`config.mk`:
```
export PLATFORM = sky130hd
export DESIGN_NAME = mod_inverse_gen_flat
export DESIGN_NICKNAME = d
export VERILOG_FILES = /design/src/rtl/mod_inverse_gen_if.sv /design/src/rtl/mod_inverse_gen.sv /design/src/flat_wrapper.sv
export SDC_FILE = /design/constraint.sdc
export NUM_CORES = 1
export LEC_CHECK = 0
export BUFFER_PORTS_ARGS = -buffer_cell sky130_fd_sc_hd__buf_2
export CORE_ASPECT_RATIO = 0.6
export CORE_UTILIZATION = 60
export CTS_CLUSTER_SIZE = 25
export DETAILED_ROUTE_END_ITERATION = 16
export PLACE_DENSITY = 0.78
export RECOVER_POWER = 25
export SYNTH_ARGS = -nofsm -noshare
export SYNTH_HDL_FRONTEND = slang
export SYNTH_SLANG_ARGS = --single-unit
export TNS_END_PERCENT = 30
```
`constraint.sdc`:
```
create_clock -name clk -period 5.7 [get_ports clk]
set_input_delay 0.285 -clock clk [delete_from_list [all_inputs] [get_ports clk]]
set_output_delay 0.285 -clock clk [all_outputs]
set_load 0.02 [all_outputs]
```
`src/rtl/mod_inverse_gen_if.sv`:
```
// Request/result bundle for the modular-inverse engine.
//
// Handshake: the master holds `start` high with `e`/`totient` stable; the
// engine accepts on the first rising edge where it is idle (busy low), latching
// the operands, and raises `busy` from the next cycle. Completion is a single
// `done` pulse; `valid`/`d` are updated at that same edge and hold until the
// next acceptance. `start` seen while busy is dropped, not queued.
interface mod_inverse_gen_if #(
  parameter int WIDTH = 12
);
  logic             start;
  logic [WIDTH-1:0] e;
  logic [WIDTH-1:0] totient;
  logic             busy;
  logic             done;
  logic             valid;
  logic [WIDTH-1:0] d;
  // Engine FSM state: 0 IDLE, 1 DIV, 2 UPDATE, 3 FIX.
  logic [1:0]       dbg_state;

  modport master (
    output start, e, totient,
    input  busy, done, valid, d, dbg_state
  );

  modport slave (
    input  start, e, totient,
    output busy, done, valid, d, dbg_state
  );
endinterface

```
`src/rtl/mod_inverse_gen.sv`:
```
// Modular-inverse engine: iterative extended Euclid (t-coefficients only),
// with each quotient produced by a WIDTH-cycle bit-serial restoring divider.
// Result d satisfies (e*d) mod totient = 1 when valid is high.
module mod_inverse_gen #(
  parameter int WIDTH = 12
) (
  input  logic               clk,
  input  logic               rst,
  mod_inverse_gen_if.slave   bus
);

  localparam int CW = $clog2(WIDTH);

  typedef enum logic [1:0] {
    S_IDLE   = 2'd0,
    S_DIV    = 2'd1,
    S_UPDATE = 2'd2,
    S_FIX    = 2'd3
  } state_t;

  state_t           state_q,  state_d;
  logic [WIDTH-1:0] tot_q,    tot_d;
  logic [WIDTH-1:0] old_r_q,  old_r_d;
  logic [WIDTH-1:0] r_q,      r_d;
  logic [WIDTH:0]   old_t_q,  old_t_d;
  logic [WIDTH:0]   t_q,      t_d;
  // Divider: partial remainder and the dividend/quotient shift register.
  logic [WIDTH-1:0] rem_q,    rem_d;
  logic [WIDTH-1:0] quo_q,    quo_d;
  logic [CW-1:0]    cnt_q,    cnt_d;
  logic             busy_q,   busy_d;
  logic             done_q,   done_d;
  logic             valid_q,  valid_d;
  logic [WIDTH-1:0] res_q,    res_d;

  // One restoring-division step: shift in the next dividend bit, subtract the
  // divisor if it fits. The partial remainder stays below r, so WIDTH bits hold it.
  logic [WIDTH:0]   rem_shift;
  logic             fits;
  logic [WIDTH:0]   rem_sub;
  logic [WIDTH-1:0] rem_step;
  logic [WIDTH-1:0] quo_step;

  always_comb begin
    rem_shift = {rem_q, quo_q[WIDTH-1]};
    fits      = (rem_shift >= {1'b0, r_q});
    rem_sub   = rem_shift - {1'b0, r_q};
    rem_step  = fits ? rem_sub[WIDTH-1:0] : rem_shift[WIDTH-1:0];
    quo_step  = {quo_q[WIDTH-2:0], fits};
  end

  // Coefficient update old_t - q*t, taken modulo 2^(WIDTH+1); the true value
  // always fits in that two's-complement range, so the wrap is exact.
  logic [WIDTH:0] q_ext;
  logic [WIDTH:0] qt_prod;
  logic [WIDTH:0] t_next;

  always_comb begin
    q_ext   = {1'b0, quo_q};
    qt_prod = q_ext * t_q;
    t_next  = old_t_q - qt_prod;
  end

  // Final result: no inverse unless gcd is 1 and the modulus is meaningful;
  // a negative coefficient is brought into [0, totient) by adding totient once.
  logic             no_inv;
  logic [WIDTH-1:0] d_fix;

  always_comb begin
    no_inv = (tot_q < WIDTH'(2)) || (old_r_q != WIDTH'(1));
    d_fix  = old_t_q[WIDTH] ? (old_t_q[WIDTH-1:0] + tot_q) : old_t_q[WIDTH-1:0];
  end

  // Next-state logic for the controller and the datapath registers.
  always_comb begin
    state_d = state_q;
    tot_d   = tot_q;
    old_r_d = old_r_q;
    r_d     = r_q;
    old_t_d = old_t_q;
    t_d     = t_q;
    rem_d   = rem_q;
    quo_d   = quo_q;
    cnt_d   = cnt_q;
    busy_d  = busy_q;
    done_d  = 1'b0;
    valid_d = valid_q;
    res_d   = res_q;

    unique case (state_q)
      S_IDLE: begin
        if (bus.start) begin
          tot_d   = bus.totient;
          old_r_d = bus.totient;
          r_d     = bus.e;
          old_t_d = '0;
          t_d     = (WIDTH+1)'(1);
          // Prime the divider with old_r as dividend.
          rem_d   = '0;
          quo_d   = bus.totient;
          cnt_d   = '0;
          valid_d = 1'b0;
          res_d   = '0;
          busy_d  = 1'b1;
          if ((bus.totient < WIDTH'(2)) || (bus.e == '0)) begin
            state_d = S_FIX;
          end else begin
            state_d = S_DIV;
          end
        end
      end

      S_DIV: begin
        rem_d = rem_step;
        quo_d = quo_step;
        cnt_d = cnt_q + CW'(1);
        if (cnt_q == CW'(WIDTH - 1)) begin
          state_d = S_UPDATE;
        end
      end

      S_UPDATE: begin
        old_r_d = r_q;
        r_d     = rem_q;
        old_t_d = t_q;
        t_d     = t_next;
        // Next division is old_r (= current r) by the fresh remainder.
        quo_d   = r_q;
        rem_d   = '0;
        cnt_d   = '0;
        if (rem_q == '0) begin
          state_d = S_FIX;
        end else begin
          state_d = S_DIV;
        end
      end

      S_FIX: begin
        if (no_inv) begin
          valid_d = 1'b0;
          res_d   = '0;
        end else begin
          valid_d = 1'b1;
          res_d   = d_fix;
        end
        done_d  = 1'b1;
        busy_d  = 1'b0;
        state_d = S_IDLE;
      end

      default: begin
        state_d = S_IDLE;
      end
    endcase
  end

  // State register with synchronous reset; reset drops any in-flight result.
  always_ff @(posedge clk) begin
    if (rst) begin
      state_q <= S_IDLE;
      tot_q   <= '0;
      old_r_q <= '0;
      r_q     <= '0;
      old_t_q <= '0;
      t_q     <= '0;
      rem_q   <= '0;
      quo_q   <= '0;
      cnt_q   <= '0;
      busy_q  <= 1'b0;
      done_q  <= 1'b0;
      valid_q <= 1'b0;
      res_q   <= '0;
    end else begin
      state_q <= state_d;
      tot_q   <= tot_d;
      old_r_q <= old_r_d;
      r_q     <= r_d;
      old_t_q <= old_t_d;
      t_q     <= t_d;
      rem_q   <= rem_d;
      quo_q   <= quo_d;
      cnt_q   <= cnt_d;
      busy_q  <= busy_d;
      done_q  <= done_d;
      valid_q <= valid_d;
      res_q   <= res_d;
    end
  end

  // Registered outputs straight from flops.
  always_comb begin
    bus.busy      = busy_q;
    bus.done      = done_q;
    bus.valid     = valid_q;
    bus.d         = res_q;
    bus.dbg_state = state_q;
  end

endmodule

```
`src/flat_wrapper.sv`:
```
// flat-port wrapper written by rule: the top's interface ports become plain ports
module mod_inverse_gen_flat 
#(
  parameter int WIDTH = 12
)
  (clk, rst, bus_start, bus_e, bus_totient, bus_busy, bus_done, bus_valid, bus_d, bus_dbg_state);
  mod_inverse_gen_if #(.WIDTH(WIDTH)) bus_i ();
  input  logic clk;
  input  logic rst;
  input wire logic [$bits(bus_i.start)-1:0] bus_start;
  input wire logic [$bits(bus_i.e)-1:0] bus_e;
  input wire logic [$bits(bus_i.totient)-1:0] bus_totient;
  output wire logic [$bits(bus_i.busy)-1:0] bus_busy;
  output wire logic [$bits(bus_i.done)-1:0] bus_done;
  output wire logic [$bits(bus_i.valid)-1:0] bus_valid;
  output wire logic [$bits(bus_i.d)-1:0] bus_d;
  output wire logic [$bits(bus_i.dbg_state)-1:0] bus_dbg_state;
  assign bus_i.start = bus_start;
  assign bus_i.e = bus_e;
  assign bus_i.totient = bus_totient;
  assign bus_busy = bus_i.busy;
  assign bus_done = bus_i.done;
  assign bus_valid = bus_i.valid;
  assign bus_d = bus_i.d;
  assign bus_dbg_state = bus_i.dbg_state;
  mod_inverse_gen #(.WIDTH(WIDTH)) u_core (.clk(clk), .rst(rst), .bus(bus_i));
endmodule
```
Word-level counts from Yosys, hierarchy flattened. Index checks and enable logic that the tools add are counted.

Register bits: 107. Bits of input ports: 27. Output and inout bits: 17. Word-level logic and storage cells: 69.

Add/sub/neg operators: 4. $mul: 1. $lt $le $gt $ge: 3. Equal/unequal tests: 7. Muxes and demuxes: 28. Reductions and logical operators: 13.

Operator list (number): 12-bit two-way mux (6); 12-bit one-hot mux with 2 select lines (3); 12-bit one-hot mux with 3 select lines (2); 13-bit one-hot mux with 2 select lines (2); 13-bit two-way mux (2); 12-bit logical NOT (2); 12-bit by 2-bit < comparator with 1-bit output, second input constant (2); 13-bit by 12-bit >= comparator with 1-bit output (1); 12-bit by 13-bit multiplier with 13-bit output (1); 13-bit subtractor (1); 12-bit adder (1); 12-bit by 1-bit inequality test with 1-bit output, second input constant (1); 4-bit one-hot mux with 3 select lines (1); 12-bit subtractor (1); 2-bit AND reduction (5); 2-bit two-way mux (4); 2-bit one-hot mux with 4 select lines (1); 4-bit by 1-bit adder with 4-bit output, second input constant (1); 2-bit == test, second input constant (2); 4-bit == test, second input constant (1); 1-bit two-way mux (4); 4-bit two-way mux (1); 1-bit one-hot mux with 2 select lines (2); 2-bit nonzero test (2); other kinds (6) (7).

Longest topological paths before layout. Gate-level depths: netlist of run 1.

Word-level depth: 5. Gate-level depth with buffers: 19. Mapped depth without buffers: 18.

Worst setup path after synthesis of run 1. No wires, ideal clock.

Kind: register -> register. Start: register u_core.quo_q[2]. End: register u_core.t_q[12]. Setup time: 0.117 ns. Data arrival time: 4.785 ns. Required time: 5.583 ns. Setup slack: 0.798 ns. Stages on the path, launching flop included: 20. Path buffers: 1. Clock period less this slack: 4.902 ns. Path through: dfxtp_1 > clkbuf_1 > nand2_1 > fa_1 > inv_1 > fa_1 > inv_1 > fa_1 > fa_1 > inv_1 > fa_1 > inv_1 > ha_1 > o21a_1 > o31ai_1 > a21oi_1 > o41ai_1 > o21ai_1 > xnor2_1 > a22o_1.

Word-level cells in the longest chain between the ends: 3.

RTL lines: start, declared (RTL line mod_inverse_gen.sv:29) `logic [WIDTH-1:0] quo_q, quo_d;`; start signal, assigned (RTL line mod_inverse_gen.sv:181) `quo_q <= quo_d;`; 12-bit by 13-bit multiplier with 13-bit output (RTL line mod_inverse_gen.sv:60) `qt_prod = q_ext * t_q;`; 13-bit subtractor (RTL line mod_inverse_gen.sv:61) `t_next = old_t_q - qt_prod;`; 13-bit one-hot mux with 2 select lines (RTL line mod_inverse_gen.sv:90) `unique case (state_q)`; end signal, assigned (RTL line mod_inverse_gen.sv:179) `t_q <= t_d;`; end, declared (RTL line mod_inverse_gen.sv:26) `logic [WIDTH:0] t_q, t_d;`.

Every way passes these cells. A chain may end at the register's enable or synchronous reset.

Worst setup path in the final report of run 1.
Start: register u_core.quo_q[1]. End: register u_core.t_q[12].

Same word-level chain as after synthesis.

==> impl_metrics.csv, run 1 <==
group,metric,value,unit
pwr,p_per_area,290.3,nW/um^2
setup_path,crit_slowest_cell,"dfxtp_1",
global_route,busiest_layer,"met1",
pwr,ir_worst_vdd,0.1665,mV
placed_design,portBuffers,43,
finish,drive_gt1_frac,0.05623,
sta,drv_slew,77,
clocking,cts-htree-levels,3,
sta,relSlewSlack,-0.1927,
logic_synthesis,ys.flop_type,"dfxtp_1",
setup_path,rrSetupSlack,0.48,ns
finish,final_util,0.6766,
pwr,p_seq_frac,0.345,
setup_path,crit_fanout,14,
sta,finalCritPeriodShare,0.9158,
floorplan,row_count,33,
pwr,switching_share,0.4021,
pwr,p_leak,0.004070,uW
clocking,cts_buffers,9,
setup_path,cp-end-kind,"flip-flop",
global_route,grt_pass1_vias,7059,
clocking,numClockSinks,107,
setup_path,crit_required,5.96,ns
floorplan,die-area,15230,um^2
sta,hold_viol_final,0,
sta,rsz0062_at_grt,"no",
logic_synthesis,ys_ff_latch,107,
setup_path,start_kind,"flip-flop",
pwr,power.switching,1105,uW
clocking,cts_tree,"yes",
global_route,grt_max_degree,44,
global_route,grtUsageMet2,0.4543,
setup_path,crit_chain,"nand2_1, fa_1, inv_1, fa_1, inv_1, fa_1, fa_1, inv_1, fa_1, inv_1, ha_1, o21a_1, o31ai_1, a21oi_1, o41ai_1, o21ai_1, xnor2_1, a22o_1",
sta,tns,0,ns
pwr,cell_internal_pwr,1644,uW
clocking,cts_max_path_buffers,2,
route,num_vias,7606,
logic_synthesis,ys_types,57,
sta,min_period,5.220,ns
pwr,pwr-share-comb,0.394,
run_status,status,"finished, violations left",
global_route,grt_pass1_wl,38360,um
floorplan,die_w,158.7,um
logic_synthesis,seq_area_frac_synth,0.2424,
clocking,cts_root_buf,"clkbuf_16",
finish,final_common_cell,"inv_1",
setup_path,crit_arrival,5.48,ns
finish,layout_common_cells,"inv_1, dfxtp_1, nor2_1",
job,maxCapViolations,2,
global_route,antenna_found_initial,0,
logic_synthesis,synth_edf_count,0,
placed_design,dp_slack,0.4613,ns
route,drt_drc_violations_left,0,
logic_synthesis,synthCells,1054,
clocking,ctsHoldBuffers,0,
floorplan,boundaryPins,44,
finish,n_antenna_cell,0,
clocking,clk_latency,0.36,ns
setup_path,max_stage_delay,0.63,ns
setup_path,worstSetupPathType,"reg -> reg",
run_status,violations,"max-capacitance violations, max-slew violations",
placed_design,post_dp_cell_area,9153,um^2
sta,fin_ws,0.4800,ns
logic_synthesis,yosysWarnings,0,
min_path,hold_path_class,"in -> reg",
logic_synthesis,async_reset_ff_frac,0,
route,drtIter0Drc,729,
route,drt_first_pass_iters,5,
floorplan,die_h,96,um
logic_synthesis,synth_fp_nets,1213,
placed_design,routabilityCongestion,0.9479,
sta,finClkSkew,0.01199,ns
route,route.antenna.remaining_nets,0,
route,drt-total-wl,23920,um
sta,worst_hold_slack,0.2148,ns
sta,clock.fmax,191.6,MHz
finish,area.growth.synth_to_final,7.179,%
placed_design,dp_hpwl,18420,um
finish,stdcell_area,9470,um^2
floorplan,start_util,0.6313,
finish,finish.net_count,1221,
floorplan,core-area,14000,um^2
global_route,grt_use_total,0.3361,
route,via_per_inst,6.041,
sta,worst_slew_pin_slew,1.789,ns
pwr,clkPwrFrac,0.261,
global_route,overflow,0,
global_route,use_met1,0.5248,
route,wl_per_cell,19.00,um
clocking,clk_transition_reported_paths,0.08,ns
setup_path,path_common_cell,"fa_1",
global_route,met3_usage,0.09905,
clocking,cts_setup_buffers,0,
clocking,cts_resized,0,
logic_synthesis,syn_area_per_cell,8.383,um^2
logic_synthesis,netlist_area,8836,um^2
sta,setup_viol,0,
-- final timing paths --
check        cells after the start            start         endpoint
min reg2reg                      2  u_core.tot_q[0]  u_core.tot_q[0]
max                             18  u_core.quo_q[1]   u_core.t_q[12]
min                              3   bus_totient[1]  u_core.tot_q[1]
max reg2reg                     18  u_core.quo_q[1]   u_core.t_q[12]
-- routing by layer --
metal	wire length [um]	part of all wire
met1	11850	0.50
met2	9140	0.38
met3	2780	0.12
met4	146	0.0061
met5	0	0
-- registers in the layout (all words and copies together) (netlist names) --
register and count:
u_core.bus.valid 1, u_core.t_q 13, u_core.quo_q 12, u_core.bus.busy 1, u_core.rem_q 12, u_core.r_q 12
u_core.old_r_q 12, u_core.old_t_q 13, u_core.bus.done 1, u_core.bus.dbg_state 2, u_core.tot_q 12, u_core.cnt_q 4
u_core.bus.d 12
-- power by group through the flow --
stage	sequential (uW)	clock [uW]	combinational, uW
CTS	939	721	1070
finish	948	719	1080
detailed placement	956	0	1060
global placement	954	0	1040
floorplan	891	0	838
global route	955	751	1200
-- synthesized netlist by cell type, types with 5 or more instances --
master / n / share of area
inv_1: 122 / 0.052
dfxtp_1: 107 / 0.24
nor2_1: 98 / 0.042
nand2_1: 95 / 0.040
ha_1: 70 / 0.099
fa_1: 62 / 0.14
a21oi_1: 60 / 0.034
clkbuf_1: 46 / 0.020
and2_1: 45 / 0.032
a211oi_1: 43 / 0.037
mux2i_1: 35 / 0.040
a22oi_1: 33 / 0.028
xnor2_1: 32 / 0.032
nand3_1: 18 / 0.010
o21ai_0: 18 / 0.010
xor2_1: 16 / 0.016
a21o_1: 13 / 0.011
nor4_1: 12 / 0.0085
o21ai_1: 12 / 0.0068
o21a_1: 10 / 0.0085
nand2b_1: 9 / 0.0064
nor3_1: 8 / 0.0045
nor2b_1: 7 / 0.0050
o21bai_1: 7 / 0.0059
a32oi_1: 6 / 0.0059
nand3b_1: 6 / 0.0051
a22o_1: 5 / 0.0050
and2_2: 5 / 0.0042
-- per-stage QoR --
step                      total power [uW]  instances
after detailed placement              2016       1243
final                                 2749       1259
after global routing                  2903       1259
after CTS                             2728       1259
after floorplan                       1729       1054
after global placement                1993       1243
-- cells by family after synthesis --
family | synth area share
AO/OA/AOI/OAI | 0.1801
buffers and inverters | 0.07590
multiplexers | 0.04092
AND/OR/NAND/NOR | 0.1709
XOR/XNOR | 0.05013
flip-flops | 0.2424
adder cells (fa/ha/maj) | 0.2396
-- area by class of cell --
type,instances,area (um^2)
Fill cell,1139,4527
Clock buffer,9,225.2
Tap cell,192,240.2
Clock inverter,7,118.9
Inverter,122,457.9
Sequential cell,107,2142
Timing Repair Buffer,51,249.0
Multi-Input combinational cell,771,6037
-- critical path: cells and delay by family (launching register included) --
family,cells,cell delay (ns)
buf+inv,4,0.19
xor+xnor,1,0.15
flops,1,0.63
simple gates,1,0.14
compound gates,6,1.21
fa+ha+maj,6,2.79
No activity file was read; power rests on OpenSTA's default activity.
==> inputs of run 2 (changes only) <==
--- a/config.mk
+++ b/config.mk
@@ -10,7 +10,7 @@
 export CORE_UTILIZATION = 60
 export CTS_CLUSTER_SIZE = 25
 export DETAILED_ROUTE_END_ITERATION = 16
-export PLACE_DENSITY = 0.78
+export PLACE_DENSITY = 0.83
 export RECOVER_POWER = 25
 export SYNTH_ARGS = -nofsm -noshare
 export SYNTH_HDL_FRONTEND = slang
==> run 2 against run 1 <==
Compared with the run above:
- the run still ends with max-capacitance violations, max-slew violations left
- count of clock-buffer cells in the layout unchanged
- core utilization down 0.45 points
- first-iteration DRC count up 30%
- largest power group unchanged
- sequential power up 0.6%
- highest routed layer unchanged
- register-to-register slack worse by 0.02 ns
==> impl_metrics.csv, run 2 (synthesis results as in run 1) <==
group,metric,value,unit
floorplan,boundaryPins,44,
run_status,status,"finished, violations left",
floorplan,die_h,96,um
setup_path,worstPathBufferInverterCount,4,
sta,rsz0062_at_grt,"no",
setup_path,crit_slowest_cell,"dfxtp_1",
sta,min_period,5.237,ns
setup_path,crit_arrival,5.48,ns
sta,finalCritPeriodShare,0.9187,
placed_design,post_dp_cell_area,9130,um^2
setup_path,crit_required,5.95,ns
sta,relSlewSlack,-1.037,
placed_design,dp_cells,1240,
clocking,cts-htree-levels,3,
pwr,finalPower,2663,uW
clocking,cts_resized,0,
route,num_vias,7623,
route,drt_first_pass_iters,7,
finish,final_util,0.6721,
clocking,cts_setup_buffers,0,
floorplan,core-area,14000,um^2
placed_design,portBuffers,43,
finish,drive_gt1_frac,0.05357,
sta,clock.fmax,191.0,MHz
sta,finClkSkew,0.01489,ns
finish,num-fill-cells,1151,
route,drt_drc_violations_left,0,
route,via_per_inst,6.069,
clocking,clk_latency,0.36,ns
sta,setup_viol,0,
floorplan,row_count,33,
setup_path,max_stage_delay,0.61,ns
min_path,hold_path_class,"in -> reg",
pwr,ir_worst_vdd,0.1569,mV
sta,drv_slew,73,
clocking,clk_transition_reported_paths,0.08,ns
job,maxCapViolations,1,
run_status,violations,"max-capacitance violations, max-slew violations",
global_route,grt_use_total,0.3296,
setup_path,crit_chain,"nand2_1, fa_1, inv_1, fa_1, inv_1, fa_1, fa_1, inv_1, fa_1, inv_1, ha_1, o21a_1, o31ai_1, a21oi_1, o41ai_1, o21ai_1, xnor2_1, a22o_1",
clocking,numClockSinks,107,
clocking,cts_buffers,9,
pwr,p_per_area,283.1,nW/um^2
finish,finalNonFillerCells,1256,
floorplan,die_w,158.7,um
placed_design,dp_hpwl,17950,um
finish,finish.net_count,1218,
setup_path,critical-path-top-delay-family,"adder cells",
finish,layout_common_cells,"inv_1, dfxtp_1, nor2_1",
finish,final_common_cell,"inv_1",
clocking,cts_tree,"yes",
clocking,ctsHoldBuffers,0,
global_route,grt_pass1_vias,7055,
sta,worst_slew_pin_slew,3.055,ns
setup_path,cp-end-kind,"flip-flop",
finish,area.growth.synth_to_final,6.471,%
route,route.antenna.remaining_nets,0,
clocking,cts_root_buf,"clkbuf_16",
setup_path,worstSetupPathType,"reg -> reg",
setup_path,path_common_cell,"fa_1",
route,wl_per_cell,18.78,um
finish,n_antenna_cell,0,
pwr,p_leak,0.004028,uW
sta,hold_viol_final,0,
floorplan,die-area,15230,um^2
route,drt-total-wl,23580,um
clocking,cts_max_path_buffers,2,
setup_path,start_kind,"flip-flop",
global_route,antenna_found_initial,0,
finish,stdcell_area,9408,um^2
sta,tns,0,ns
global_route,grt_pass1_wl,37900,um
route,drtIter0Drc,945,
global_route,grt_max_degree,73,
placed_design,routabilityCongestion,0.9448,
setup_path,crit_fanout,14,
floorplan,start_util,0.6313,
global_route,overflow,0,
finish,top_regs,"u_core.old_t_q (13), u_core.t_q (13)",
## run 2: cell count changes in the layout (fill, tap and decap cells not counted), sizes merged
cell      before  now
clkinvlp       0    2
buf           32   29
bufinv         2    0
## run 2: path summary, 6_finish.rpt
path / start / endpoint / slack [ns] / cells after the start
hold / removal: bus_totient[0] / u_core.tot_q[0] / 0.22 / 3
hold reg to reg: u_core.bus.valid / u_core.bus.valid / 0.47 / 2
setup / recovery: u_core.quo_q[1] / u_core.t_q[12] / 0.46 / 18
setup reg to reg: u_core.quo_q[1] / u_core.t_q[12] / 0.46 / 18
## run 2: tightest hold or removal path, cell delays in order
cell and delay, ns:
buf_2 0.13, nand2_1 0.06, a21oi_1 0.05
## run 2: per-stage QoR
stage / worst slack (ns) / hold slack (ns)
final: 0.4634 / 0.2176
after global routing: 0.09493 / 0.2242
after CTS: 0.4869 / 0.2187
after global placement: 0.6483 / 0.4466
after floorplan: 0.7982 / 0.4210
after detailed placement: 0.5019 / 0.4487
## run 2: final cells by class
cell class | instances | area (um^2) | share of cell area
Clock buffer | 9 | 225.2 | 0.02394
Sequential cell | 107 | 2142 | 0.2277
Inverter | 122 | 457.9 | 0.04868
Timing Repair Buffer | 48 | 226.5 | 0.02407
Clock inverter | 7 | 78.83 | 0.008379
Multi-Input combinational cell | 771 | 6037 | 0.6417
Tap cell | 192 | 240.2 | 0.02554
## run 2: report_power, final
part	total (uW)	switching [uW]	internal, uW
combinational	1070	653	422
clock	635	323	312
sequential	954	134	820
## run 2: layer usage
layer / vias up / global-route usage / wire length, um
met1: 3615 / 0.5006 / 11320
li1: 3571 / - / -
met2: 417 / 0.4620 / 9125
met3: 20 / 0.09995 / 2930
met5: - / 0 / 0
met4: 0 / 0.04407 / 205
